File: config.mk
export PLATFORM = sky130hd
export DESIGN_NAME = alu_seq_flat
export DESIGN_NICKNAME = d
export VERILOG_FILES = /design/src/rtl/alu_pkg.sv /design/src/rtl/alu_seq_if.sv /design/src/rtl/alu_shift_step.sv /design/src/rtl/alu_seq.sv /design/src/flat_wrapper.sv
export SDC_FILE = /design/constraint.sdc
export NUM_CORES = 1
export LEC_CHECK = 0
export BUFFER_PORTS_ARGS = -buffer_cell sky130_fd_sc_hd__buf_2
export CAP_MARGIN = 20
export CORE_UTILIZATION = 30
export DETAILED_ROUTE_END_ITERATION = 8
export HOLD_SLACK_MARGIN = 0.12
export SYNTH_ARGS = -nofsm -noshare
export SYNTH_HDL_FRONTEND = slang
export SYNTH_SLANG_ARGS = --single-unit
File: constraint.sdc
create_clock -name clock -period 2.15 [get_ports clock]
set_clock_uncertainty 0.15 [all_clocks]
set_input_delay 0.1075 -clock clock [delete_from_list [all_inputs] [get_ports clock]]
set_output_delay 0.1075 -clock clock [all_outputs]
set_load 0.1 [all_outputs]
File: src/rtl/alu_pkg.sv
// Shared definitions for the sequenced ALU: funct3 codes, FSM states and
// the single-cycle (non-shift) datapath function.
package alu_pkg;

   localparam logic [2:0] ADD  = 3'b000;
   localparam logic [2:0] SLL  = 3'b001;
   localparam logic [2:0] SLT  = 3'b010;
   localparam logic [2:0] SLTU = 3'b011;
   localparam logic [2:0] XOR  = 3'b100;
   localparam logic [2:0] SRL  = 3'b101;
   localparam logic [2:0] OR   = 3'b110;
   localparam logic [2:0] AND  = 3'b111;

   typedef enum logic [1:0] {IDLE, BUSY, HOLD} state_t;

   // Operands arrive sign-extended to 64 bits; that keeps both the signed and
   // the unsigned ordering of the narrower values, so one function fits any XLEN.
   function automatic logic [63:0] alu_calc(input logic [2:0] f3, input logic alt,
                                            input logic [63:0] a, input logic [63:0] b);
      logic [63:0] r;
      r = 64'd0;
      case (f3)
         ADD:     r = alt ? a - b : a + b;
         SLT:     r = {63'd0, $signed(a) < $signed(b)};
         SLTU:    r = {63'd0, a < b};
         XOR:     r = a ^ b;
         OR:      r = a | b;
         AND:     r = a & b;
         default: r = 64'd0;
      endcase
      return r;
   endfunction

endpackage

File: src/rtl/alu_seq_if.sv
// Request/response handshake bundle between operand fetch, the ALU and writeback.
interface alu_seq_if #(parameter int XLEN = 32);
   logic            in_valid;
   logic            in_ready;
   logic [2:0]      funct3;
   logic            alt;
   logic [XLEN-1:0] operand_a;
   logic [XLEN-1:0] operand_b;
   logic            out_valid;
   logic            out_ready;
   logic [XLEN-1:0] result;

   modport master (output in_valid, funct3, alt, operand_a, operand_b, out_ready,
                   input  in_ready, out_valid, result);
   modport slave  (input  in_valid, funct3, alt, operand_a, operand_b, out_ready,
                   output in_ready, out_valid, result);
endinterface

File: src/rtl/alu_shift_step.sv
// Combinational shifter: one step of an iterative shift, or a full barrel
// shifter when the caller passes the whole shift amount.
module alu_shift_step #(
   parameter int XLEN = 32
) (
   input  logic [XLEN-1:0]         value,
   input  logic [$clog2(XLEN)-1:0] amount,
   input  logic                    left,
   input  logic                    arith,
   output logic [XLEN-1:0]         shifted
);
   logic signed [XLEN-1:0] value_s;
   logic signed [XLEN-1:0] sra_s;
   logic        [XLEN-1:0] sra;

   assign value_s = value;
   assign sra_s   = value_s >>> amount;
   assign sra     = sra_s;
   assign shifted = left  ? (value << amount) :
                    arith ? sra : (value >> amount);
endmodule

File: src/rtl/alu_seq.sv
// Handshaked RV32I ALU with optional iterative shifter; results wait in HOLD
// until the consumer takes them.
module alu_seq
   import alu_pkg::*;
#(
   parameter int XLEN       = 32,
   parameter int SHIFT_STEP = 0
) (
   input  logic      clock,
   input  logic      reset_n,
   input  logic      enable,
   alu_seq_if.slave  bus,
   output logic      busy
);
   localparam int SW     = $clog2(XLEN);
   localparam int STEP_C = (SHIFT_STEP == 0) ? 1 : SHIFT_STEP;
   localparam logic [SW-1:0] STEP_V = SW'(STEP_C);

   state_t          state, nxt;
   logic [XLEN-1:0] res_q, work_q;
   logic [SW-1:0]   rem_q;
   logic            left_q, arith_q;

   logic [SW-1:0]   shamt, step_amt, sh_amt;
   logic [XLEN-1:0] sh_in, sh_out, single;
   logic [63:0]     calc;
   logic            sh_left, sh_arith;
   logic            is_shift, iter, accept;

   assign shamt    = bus.operand_b[SW-1:0];
   assign is_shift = (bus.funct3 == SLL) || (bus.funct3 == SRL);
   assign iter     = (SHIFT_STEP != 0) && is_shift && (shamt != '0);

   assign bus.in_ready  = enable & ((state == IDLE) | ((state == HOLD) & bus.out_ready));
   assign accept        = bus.in_valid & bus.in_ready;
   assign bus.out_valid = (state == HOLD);
   assign bus.result    = res_q;
   assign busy          = (state == BUSY);

   assign step_amt = (rem_q < STEP_V) ? rem_q : STEP_V;

   // One shifter serves both the work register in BUSY and direct operands otherwise.
   always_comb begin
      sh_in    = bus.operand_a;
      sh_amt   = shamt;
      sh_left  = (bus.funct3 == SLL);
      sh_arith = bus.alt;
      if (state == BUSY) begin
         sh_in    = work_q;
         sh_amt   = step_amt;
         sh_left  = left_q;
         sh_arith = arith_q;
      end
   end

   alu_shift_step #(.XLEN(XLEN)) u_shift (
      .value   (sh_in),
      .amount  (sh_amt),
      .left    (sh_left),
      .arith   (sh_arith),
      .shifted (sh_out)
   );

   assign calc   = alu_calc(bus.funct3, bus.alt,
                            64'(signed'(bus.operand_a)), 64'(signed'(bus.operand_b)));
   assign single = is_shift ? sh_out : calc[XLEN-1:0];

   always_comb begin
      nxt = state;
      if (accept) begin
         nxt = iter ? BUSY : HOLD;
      end else begin
         case (state)
            BUSY:    if (rem_q <= STEP_V) nxt = HOLD;
            HOLD:    if (bus.out_ready) nxt = IDLE;
            default: nxt = state;
         endcase
      end
   end

   always_ff @(posedge clock or negedge reset_n) begin
      if (!reset_n) begin
         state   <= IDLE;
         res_q   <= '0;
         work_q  <= '0;
         rem_q   <= '0;
         left_q  <= 1'b0;
         arith_q <= 1'b0;
      end else if (enable) begin
         state <= nxt;
         if (accept) begin
            if (iter) begin
               work_q  <= bus.operand_a;
               rem_q   <= shamt;
               left_q  <= (bus.funct3 == SLL);
               arith_q <= bus.alt;
            end else begin
               res_q <= single;
            end
         end else if (state == BUSY) begin
            work_q <= sh_out;
            rem_q  <= rem_q - step_amt;
            if (rem_q == step_amt) res_q <= sh_out;
         end
      end
   end
endmodule

File: src/flat_wrapper.sv
// flat-port wrapper written by rule: the top's interface ports become plain ports
module alu_seq_flat import alu_pkg::*;
#(
   parameter int XLEN       = 32,
   parameter int SHIFT_STEP = 0
)
  (clock, reset_n, enable, busy, bus_in_valid, bus_funct3, bus_alt, bus_operand_a, bus_operand_b, bus_out_ready, bus_in_ready, bus_out_valid, bus_result);
  alu_seq_if #(.XLEN(XLEN)) bus_i ();
  input  logic clock;
  input  logic reset_n;
  input  logic enable;
  output logic busy;
  input wire logic [$bits(bus_i.in_valid)-1:0] bus_in_valid;
  input wire logic [$bits(bus_i.funct3)-1:0] bus_funct3;
  input wire logic [$bits(bus_i.alt)-1:0] bus_alt;
  input wire logic [$bits(bus_i.operand_a)-1:0] bus_operand_a;
  input wire logic [$bits(bus_i.operand_b)-1:0] bus_operand_b;
  input wire logic [$bits(bus_i.out_ready)-1:0] bus_out_ready;
  output wire logic [$bits(bus_i.in_ready)-1:0] bus_in_ready;
  output wire logic [$bits(bus_i.out_valid)-1:0] bus_out_valid;
  output wire logic [$bits(bus_i.result)-1:0] bus_result;
  assign bus_i.in_valid = bus_in_valid;
  assign bus_i.funct3 = bus_funct3;
  assign bus_i.alt = bus_alt;
  assign bus_i.operand_a = bus_operand_a;
  assign bus_i.operand_b = bus_operand_b;
  assign bus_i.out_ready = bus_out_ready;
  assign bus_in_ready = bus_i.in_ready;
  assign bus_out_valid = bus_i.out_valid;
  assign bus_result = bus_i.result;
  alu_seq #(.XLEN(XLEN), .SHIFT_STEP(SHIFT_STEP)) u_core (.clock(clock), .reset_n(reset_n), .enable(enable), .bus(bus_i), .busy(busy));
endmodule
Word level (Yosys, flattened, before mapping) --
Cells that the tools add are included.
Word-level totals: flip-flop bits (word level) 71, output and inout port bits 35
Operators by class: add/subtract/negate cells 3, magnitude comparators 4, equality and inequality tests 12, shift operators 3, multiplexer cells 17, bitwise operators 8, reductions and logical operators 9
Operators by type and width (count):
- two-way mux 32 bit | 8
- one-hot mux 32 bit (6 select lines) | 1
- less-than comparator 64 bit | 1
- adder 32 bit | 1
- bitwise AND 32 bit | 1
- less-than comparator 32 bit | 1
- OR 32 bit | 1
- << shifter 32 x 5 -> 32 bit | 1
- right shift 32 x 5 -> 32 bit | 1
- >>> shifter 32 x 5 -> 32 bit | 1
- subtractor 32 bit | 1
- XOR 32 bit | 1
- equality test 3 bit (second input constant) | 4
- two-way mux 5 bit | 2
- equality test 3 x 2 -> 1 bit (second input constant) | 2
- two-way mux 2 bit | 3
- AND reduction 3 bit | 2
- equality test 5 bit | 1
- less-or-equal comparator 5 x 1 -> 1 bit (second input constant) | 1
- less-than comparator 5 x 1 -> 1 bit (second input constant) | 1
- subtractor 5 bit | 1
- one-hot mux 2 bit (2 select lines) | 1
- AND reduction 4 bit | 1
- nonzero test 2 bit | 2
- other kinds (13) | 16

Depth between registers and ports, before layout --
Gate-level depths: netlist of the first run.
depth in word-level cells 9, mapped depth 21, mapped depth without buffers 19

Modules after synthesis --
Synthesis of the first run repeated with hierarchy kept, for this count alone.
Unflattened totals: cell total of the unflattened synthesis 1453, area, all modules 10333.7 um^2
Modules (own cells, without submodules):
- alu_seq | instances 1, cells each 933, area an instance 6422.4 um^2, sequential area each 825.8 um^2
- alu_shift_step | instances 1, cells each 520, area an instance 3911.3 um^2, sequential area each 0.0 um^2

Worst setup path before layout of the first run --
Ideal clock, no wire load.
path kind input -> register, start input port bus_operand_b[2], end register u_core.res_q[0], in the netlist u_core.bus.result[0], arrival time 3.594 ns, slack -1.676 ns, stages 20, buffers on the path 4, cells stage by stage buf_4 -> clkinv_1 -> buf_2 -> buf_2 -> buf_2 -> ha_1 -> nor2b_1 -> o21ai_1 -> a221oi_1 -> a221oi_1 -> nand3_1 -> a31oi_1 -> o21bai_1 -> a21oi_1 -> fa_1 -> o21ai_0 -> o21ai_0 -> o21ai_0 -> o21ai_0 -> o21ai_0
On the way: longest elaborated chain between the ends 7
RTL lines:
- start, declared | RTL line flat_wrapper.sv:17 | input wire logic [$bits(bus_i.operand_b)-1:0] bus_operand_b;
- branches (longest 6 deep; another with less-than comparator 64 bit)
- two-way mux 32 bit (*) | RTL line alu_seq.sv:91 | if (accept) begin
- end signal, assigned | RTL line alu_seq.sv:98 | res_q <= single;
- end signal, assigned | RTL line alu_seq.sv:103 | if (rem_q == step_amt) res_q <= sh_out;
- end, declared | RTL line alu_seq.sv:20 | logic [XLEN-1:0] res_q, work_q;
Mark *: on every way between the ends. The select of a mux whose other input is x is not followed. A chain may end at the register's enable or synchronous reset.

Worst setup path in the final report of the first run --
start input port bus_operand_a[16], end register u_core.res_q[0], in the netlist u_core.bus.result[0]
On the way: longest elaborated chain between the ends 7
RTL lines:
- start, declared | RTL line flat_wrapper.sv:16 | input wire logic [$bits(bus_i.operand_a)-1:0] bus_operand_a;
- branches (longest 6 deep; another with less-than comparator 64 bit)
- two-way mux 32 bit (*) | RTL line alu_seq.sv:91
Marks and branches as above.

==> flow_summary.yaml, run 1 <==
detailed_routing:
  routed-wl-met2_um: 25510
  antenna_left: 0
  vias: 14040
  top_layer_used: "met4"
  drt-initial-drc-count: 1389
  viasPerCell: 5.772
  drc_errors: 0
  wl_per_cell_um: 23.21
  dr_wl_met3_um: 4027
  totalWireLength_um: 56440
  firstDrtPassIters: 5
  met1Wirelength_um: 23240
sta:
  period_needed_ns: 3.143
  hold_violations: 0
  fin_crit_sh: 1.462
  slew_violations: 0
  fin_ws_ns: -0.9932
  slew_headroom: 0.4212
  finalSetupTns_ns: -12.15
  setup_violations: 32
  worst_pin_slew_ns: 0.8609
  fmax_mhz: 318.2
  rsz0062_at_grt: "yes"
synthesis:
  synth_edf_count: 0
  ys_warn_count: 0
  syn_area_per_cell_um2: 7.272
  yosysSeqAreaShare: 0.07767
  syn_inst: 1462
  syn_nets: 1635
  async_flop_share: 1.000
  ys_ff_latch: 33
  syn_area_um2: 10630
  synth_ff_type: "dfrtp_1"
  synth_cell_type_count: 93
layout:
  final_cell_mix: "buf_4, nand2_1, nor2_1"
  antenna_cells: 0
  instances_no_fill: 2432
  post-route-util: 0.4911
  layout-drive-gt1-share: 0.4623
  fin_nets: 2150
  layout_commonest_cell: "buf_4"
  area_growth_pct: 60.34
status:
  violations: "setup timing"
  status: "finished with violations"
placed_design:
  gp_congestion: 1.032
  place_hpwl_um: 43460
  port_buffers: 106
  placed_cells: 2369
power_and_ir_drop:
  p_leak_nw: 7.538
  peakVddDrop_mv: 0.6459
  power.density_nw_per_um2: 426.0
global_route:
  grt_overflow: 0
  grt_pass1_vias: 13690
  globalRouteTotalUtil: 0.3021
  grt_max_degree: 59
  grt_pass1_wl_um: 83300
  grt_antenna_before_repair: 0
clock_network:
  clock_path_buffers: 2
  numCtsBuffers: 5
  clockRootBuffer: "clkbuf_16"
  htreeDepth: 2
  cts.sinks: 33
  tritoncts: "yes"
  cts.clk_slew.worst_paths_ns: 0.06
  clk_latency_ns: 0.29
job:
  max-cap-violations: 0
setup_path:
  critPathLaunchType: "primary input"
  arrival_ns: 3.15
  cp_max_fo: 2
  crit_required_ns: 2.16
  crit_chain: "buf_8, inv_2, ha_4, or4_4, or3_4, a211oi_4, a221oi_4, nand3_2, a31oi_1, o21bai_1, a21oi_2, fa_1, o21ai_1, o21ai_1, o21ai_1, o21ai_1, o21ai_1"
  crit_path_end_kind: "flop"
  worst-path-buf-inv: 2
  path_class: "primary input to flop"
  cp_common_cell: "o21ai_1"
  crit_path_start: "bus_operand_a[16]"
  critical_path.top_delay_family: "compound AO/OA/AOI/OAI gates"
  r2r_start: "u_core.state[1]"
  cpMaxStageDelayCell: "or4_4"
  max_stage_delay_ns: 0.52
hold_path:
  worstHoldStart: "bus_out_ready"
  hold_path.class: "primary input to flop"
floorplanning:
  core.rowCount: 68
  die_w_um: 190.3
  start_util: 0.3063
  ioPinCount: 108
  core_um2: 34710
  die_y_um: 190.3
  die-area_um2: 36200
-- routing by layer --
metal	GRT usage	up-vias
met1	0.3916	6769
met2	0.4862	665
li1	-	6469
met4	0.1689	0
met5	0	-
met3	0.03515	134
-- state kept, by name, indices dropped and copies added (netlist names) --
register and cells:
u_core.bus.result 32, u_core.state 1
-- tightest hold or removal path: cells and delay by family --
family / cells / cell delay, ns
buf+inv: 1 / 0.07
simple gates: 2 / 0.32
compound gates: 1 / 0.07
-- report_power, final --
part           leakage, nW  internal, W  total, W  switching, W
Combinational         7.07      0.00218   0.00560       0.00342
Sequential           0.400     0.000755  0.000900      0.000145
Clock               0.0690     0.000455  0.000764      0.000308
-- logic make-up after synthesis --
kind of cell    after synthesis  synth area share
simple gates                467            0.1981
compound gates              506            0.3167
xor+xnor                     13           0.01071
buf+inv                     218           0.09592
flops                        33           0.07767
fa+ha+maj                   100            0.1198
other cells                   1         0.0003527
mux                         124            0.1808
-- synth_stat cells, drive strengths merged, types with 6 or more instances --
cell	number	area share
a2111oi	9	0.010
a211oi	33	0.023
a21o	12	0.0086
a21oi	140	0.066
a221oi	16	0.013
a31o	6	0.0049
a31oi	24	0.015
and2	11	0.0067
and3	8	0.0048
buf	55	0.032
clkbuf	61	0.028
dfrtp	33	0.078
ha	97	0.11
inv	98	0.035
mux2	31	0.033
mux2i	42	0.040
mux4	51	0.11
nand2	163	0.058
nand2b	8	0.0047
nand3	29	0.014
nand4	11	0.0071
nor2	151	0.054
nor2b	13	0.0076
nor3	35	0.016
nor4	12	0.0076
o211ai	37	0.026
o21a	6	0.0042
o21ai	108	0.051
o21bai	8	0.0056
o221ai	8	0.0066
o22ai	13	0.0082
o31ai	12	0.0085
o41ai	6	0.0064
or3	7	0.0041
or4	6	0.0046
xnor2	11	0.0091
-- repair_timing --
action                     4_1_cts  5_1_grt
hold buffers                     3        0
gates cloned                     5        1
buffers inserted                30       24
setup endpoints to repair       32       31
hold endpoints to repair        34        0
pin swaps                       77       49
resized for setup              213       86
-- worst paths after layout --
path / endpoint / slack, ns / cells past startpoint
worst max register to register: u_core.bus.result[29] / -0.05 / 9
worst min-delay path: u_core.state[1] / 0.16 / 4
worst max-delay path: u_core.bus.result[0] / -0.99 / 17
worst min register to register: u_core.bus.result[8] / 0.33 / 2
max in group asynchronous: u_core.bus.result[1] / 0.96 / 3
min in group asynchronous: u_core.bus.result[8] / 0.20 / 3
-- through the flow --
stage                     instance area [um^2]  total power, W  setup WS (ns)  hold slack, ns
final                                    17050        0.007261        -0.9932          0.1600
after global routing                     17050        0.007575         -1.110          0.2110
after CTS                                16450        0.007018         -1.026          0.1564
after detailed placement                 14980        0.005863         -1.507         -0.2076
after global placement                   14980        0.005837         -1.417         -0.2093
after floorplan                          11040        0.003890         -1.045         -0.3381
-- final cells by class --
type / instances / area (um^2)
Clock buffer: 6 / 138.9
Clock inverter: 1 / 7.507
Fill cell: 3409 / 17670
Inverter: 102 / 445.4
Multi-Input combinational cell: 1211 / 9980
Sequential cell: 33 / 827.0
Tap cell: 455 / 569.3
Timing Repair Buffer: 624 / 5079
Power figures use the tool's default switching activity.
==> run 2: changes to the inputs <==
--- a/config.mk
+++ b/config.mk
@@ -10,6 +10,7 @@
 export CORE_UTILIZATION = 30
 export DETAILED_ROUTE_END_ITERATION = 8
 export HOLD_SLACK_MARGIN = 0.12
+export PLACE_DENSITY = 0.48
 export SYNTH_ARGS = -nofsm -noshare
 export SYNTH_HDL_FRONTEND = slang
 export SYNTH_SLANG_ARGS = --single-unit
==> flow_summary.yaml, run 2 (synthesis gave the netlist of run 1 again) <==
detailed_routing:
  vias: 14180
  viasPerCell: 5.804
  antenna_left: 0
  drt-initial-drc-count: 1363
  drc_errors: 0
  totalWireLength_um: 58430
  firstDrtPassIters: 5
  wl_per_cell_um: 23.91
global_route:
  grt_pass1_vias: 13950
  grt_pass1_wl_um: 86540
  grt_antenna_before_repair: 0
  globalRouteTotalUtil: 0.3182
  grt_overflow: 0
  grt_max_degree: 63
layout:
  largest_reg_flops: 32
  post-route-util: 0.4980
  final_cell_mix: "buf_4, nand2_1, nor2_1"
  layout_commonest_cell: "buf_4"
  stdcell_area_um2: 17290
  fin_nets: 2161
  area_growth_pct: 62.60
  antenna_cells: 0
  layout-drive-gt1-share: 0.4686
sta:
  slew_violations: 0
  slew_headroom: 0.5275
  worst_pin_slew_ns: 0.7011
  finalSetupTns_ns: -12.37
  fin_crit_sh: 1.465
  hold_violations: 0
  period_needed_ns: 3.151
  fmax_mhz: 317.4
  rsz0062_at_grt: "yes"
  setup_violations: 31
  fin_ws_ns: -1.001
status:
  violations: "setup timing"
  status: "finished with violations"
setup_path:
  reg2reg_slack_ns: 0.08
  cp_common_cell: "o21ai_1"
  crit_required_ns: 2.17
  critPathLaunchType: "primary input"
  cp_max_fo: 3
  worst-path-buf-inv: 2
  critical_path_depth: 17
  regToRegEndpoint: "u_core.bus.result[29]"
  max_stage_delay_ns: 0.53
  cpMaxStageDelayCell: "or4_4"
  crit_chain: "buf_8, inv_4, ha_4, or4_4, or3_4, a211oi_4, a221oi_4, nand3_2, a31oi_2, o21bai_1, a21oi_2, fa_1, o21ai_1, o21ai_1, o21ai_1, o21ai_1, o21ai_1"
  crit_path_start: "bus_operand_a[16]"
  crit_path_end_kind: "flop"
  r2r_start: "u_core.state[1]"
  arrival_ns: 3.17
  reg2reg_depth: 7
  critical_path.top_delay_family: "compound AO/OA/AOI/OAI gates"
  path_class: "primary input to flop"
  crit_path_end: "u_core.bus.result[0]"
placed_design:
  place_ws_ns: -1.489
  gp_congestion: 0.9732
  place_hpwl_um: 44610
  place_area_um2: 15060
  port_buffers: 106
power_and_ir_drop:
  p_switching_w: 0.003933
  seqPwrFrac: 0.121
  power.total_w: 0.007408
  power.density_nw_per_um2: 428.5
  power_frac_comb: 0.769
  swShare: 0.5309
  p_leak_nw: 7.676
  peakVddDrop_mv: 0.4947
  clockPowerShare: 0.110
  internal_power_w: 0.003475
clock_network:
  cts.clk_slew.worst_paths_ns: 0.06
  clockRootBuffer: "clkbuf_16"
  tritoncts: "yes"
  numCtsBuffers: 5
  htreeDepth: 2
  cts.sinks: 33
  clock_path_buffers: 2
  clk_latency_ns: 0.29
floorplanning:
  start_util: 0.3063
  ioPinCount: 108
  die_y_um: 190.3
  core.rowCount: 68
  die_w_um: 190.3
  core_um2: 34710
  die-area_um2: 36200
job:
  max-cap-violations: 0
hold_path:
  hold_path.class: "primary input to flop"
-- run 2: changes by cell type in the layout (fill, tap and decap cells not counted), moves of 4 or more --
cell     delta
buf_6       +7
inv_1       +7
inv_2       -7
o21ai_2     +6
o21ai_1     -5
buf_4       -4
nor2_1      -4
nor2_2      +4
-- run 2: how the worst min path moves through the flow --
| stage | from | to | slack, ns | cells past startpoint |
|---|---|---|---|---|
| 3_5_place_dp | reset_n | u_core.bus.result[10] | -0.20 | 1 |
| 3_3_place_gp | reset_n | u_core.bus.result[10] | -0.20 | 1 |
| 4_1_cts | bus_out_ready | u_core.state[1] | 0.15 | 4 |
| 2_1_floorplan | reset_n | u_core.bus.result[0] | -0.34 | 0 |
| 6_report | bus_out_ready | u_core.state[1] | 0.15 | 4 |
| 5_1_grt | bus_out_ready | u_core.state[1] | 0.18 | 4 |
-- run 2: repair_timing --
action                                 in CTS  in global routing
cloned                                      9                  0
pin swaps                                  92                 52
resized for setup                         245                 72
setup buffers                              40                 19
setup endpoints to repair                  32                 32
endpoints found under the hold margin      34                  0
hold buffers                                3                  0
-- run 2: power groups by stage --
stage | sequential [W] | clock, W | combinational [W]
2_1_floorplan | 0.00182 | 0 | 0.00207
3_3_place_gp | 0.000900 | 0 | 0.00500
3_5_place_dp | 0.000897 | 0 | 0.00502
4_1_cts | 0.000889 | 0.000818 | 0.00549
5_1_grt | 0.000902 | 0.000842 | 0.00599
6_report | 0.000896 | 0.000813 | 0.00570
-- run 2: per-stage QoR --
| stage | hold slack [ns] | instances |
|---|---|---|
| floorplan | -0.3381 | 1462 |
| global placement | -0.2021 | 2376 |
| detailed placement | -0.2029 | 2376 |
| CTS | 0.1501 | 2430 |
| global route | 0.1847 | 2444 |
| finish | 0.1549 | 2444 |
-- run 2: cell type report --
type | count | area [um^2]
multi-input cells | 1211 | 10030
clock buffers | 7 | 152.6
fillers | 3494 | 17430
clock inverters | 1 | 5.005
well taps | 455 | 569.3
repair buffers | 635 | 5250
inverters | 102 | 447.9
flip-flops and latches | 33 | 827.0
-- run 2: layer usage --
| metal | part of all wire | vias to the layer above | track usage |
|---|---|---|---|
| li1 | - | 6496 | - |
| met1 | 0.41 | 6881 | 0.4088 |
| met2 | 0.46 | 676 | 0.5143 |
| met3 | 0.063 | 131 | 0.03717 |
| met4 | 0.067 | 0 | 0.1834 |
| met5 | 0 | - | 0 |
-- run 2: worst reg2reg max path: stages (launching register included) --
cell      delay (ns)
dfrtp_2         0.42
nand2b_1        0.14
nand3_2         0.18
o21ai_0         0.22
o31a_1          0.22
nand3_1         0.08
or4_1           0.50
nand3_1         0.10
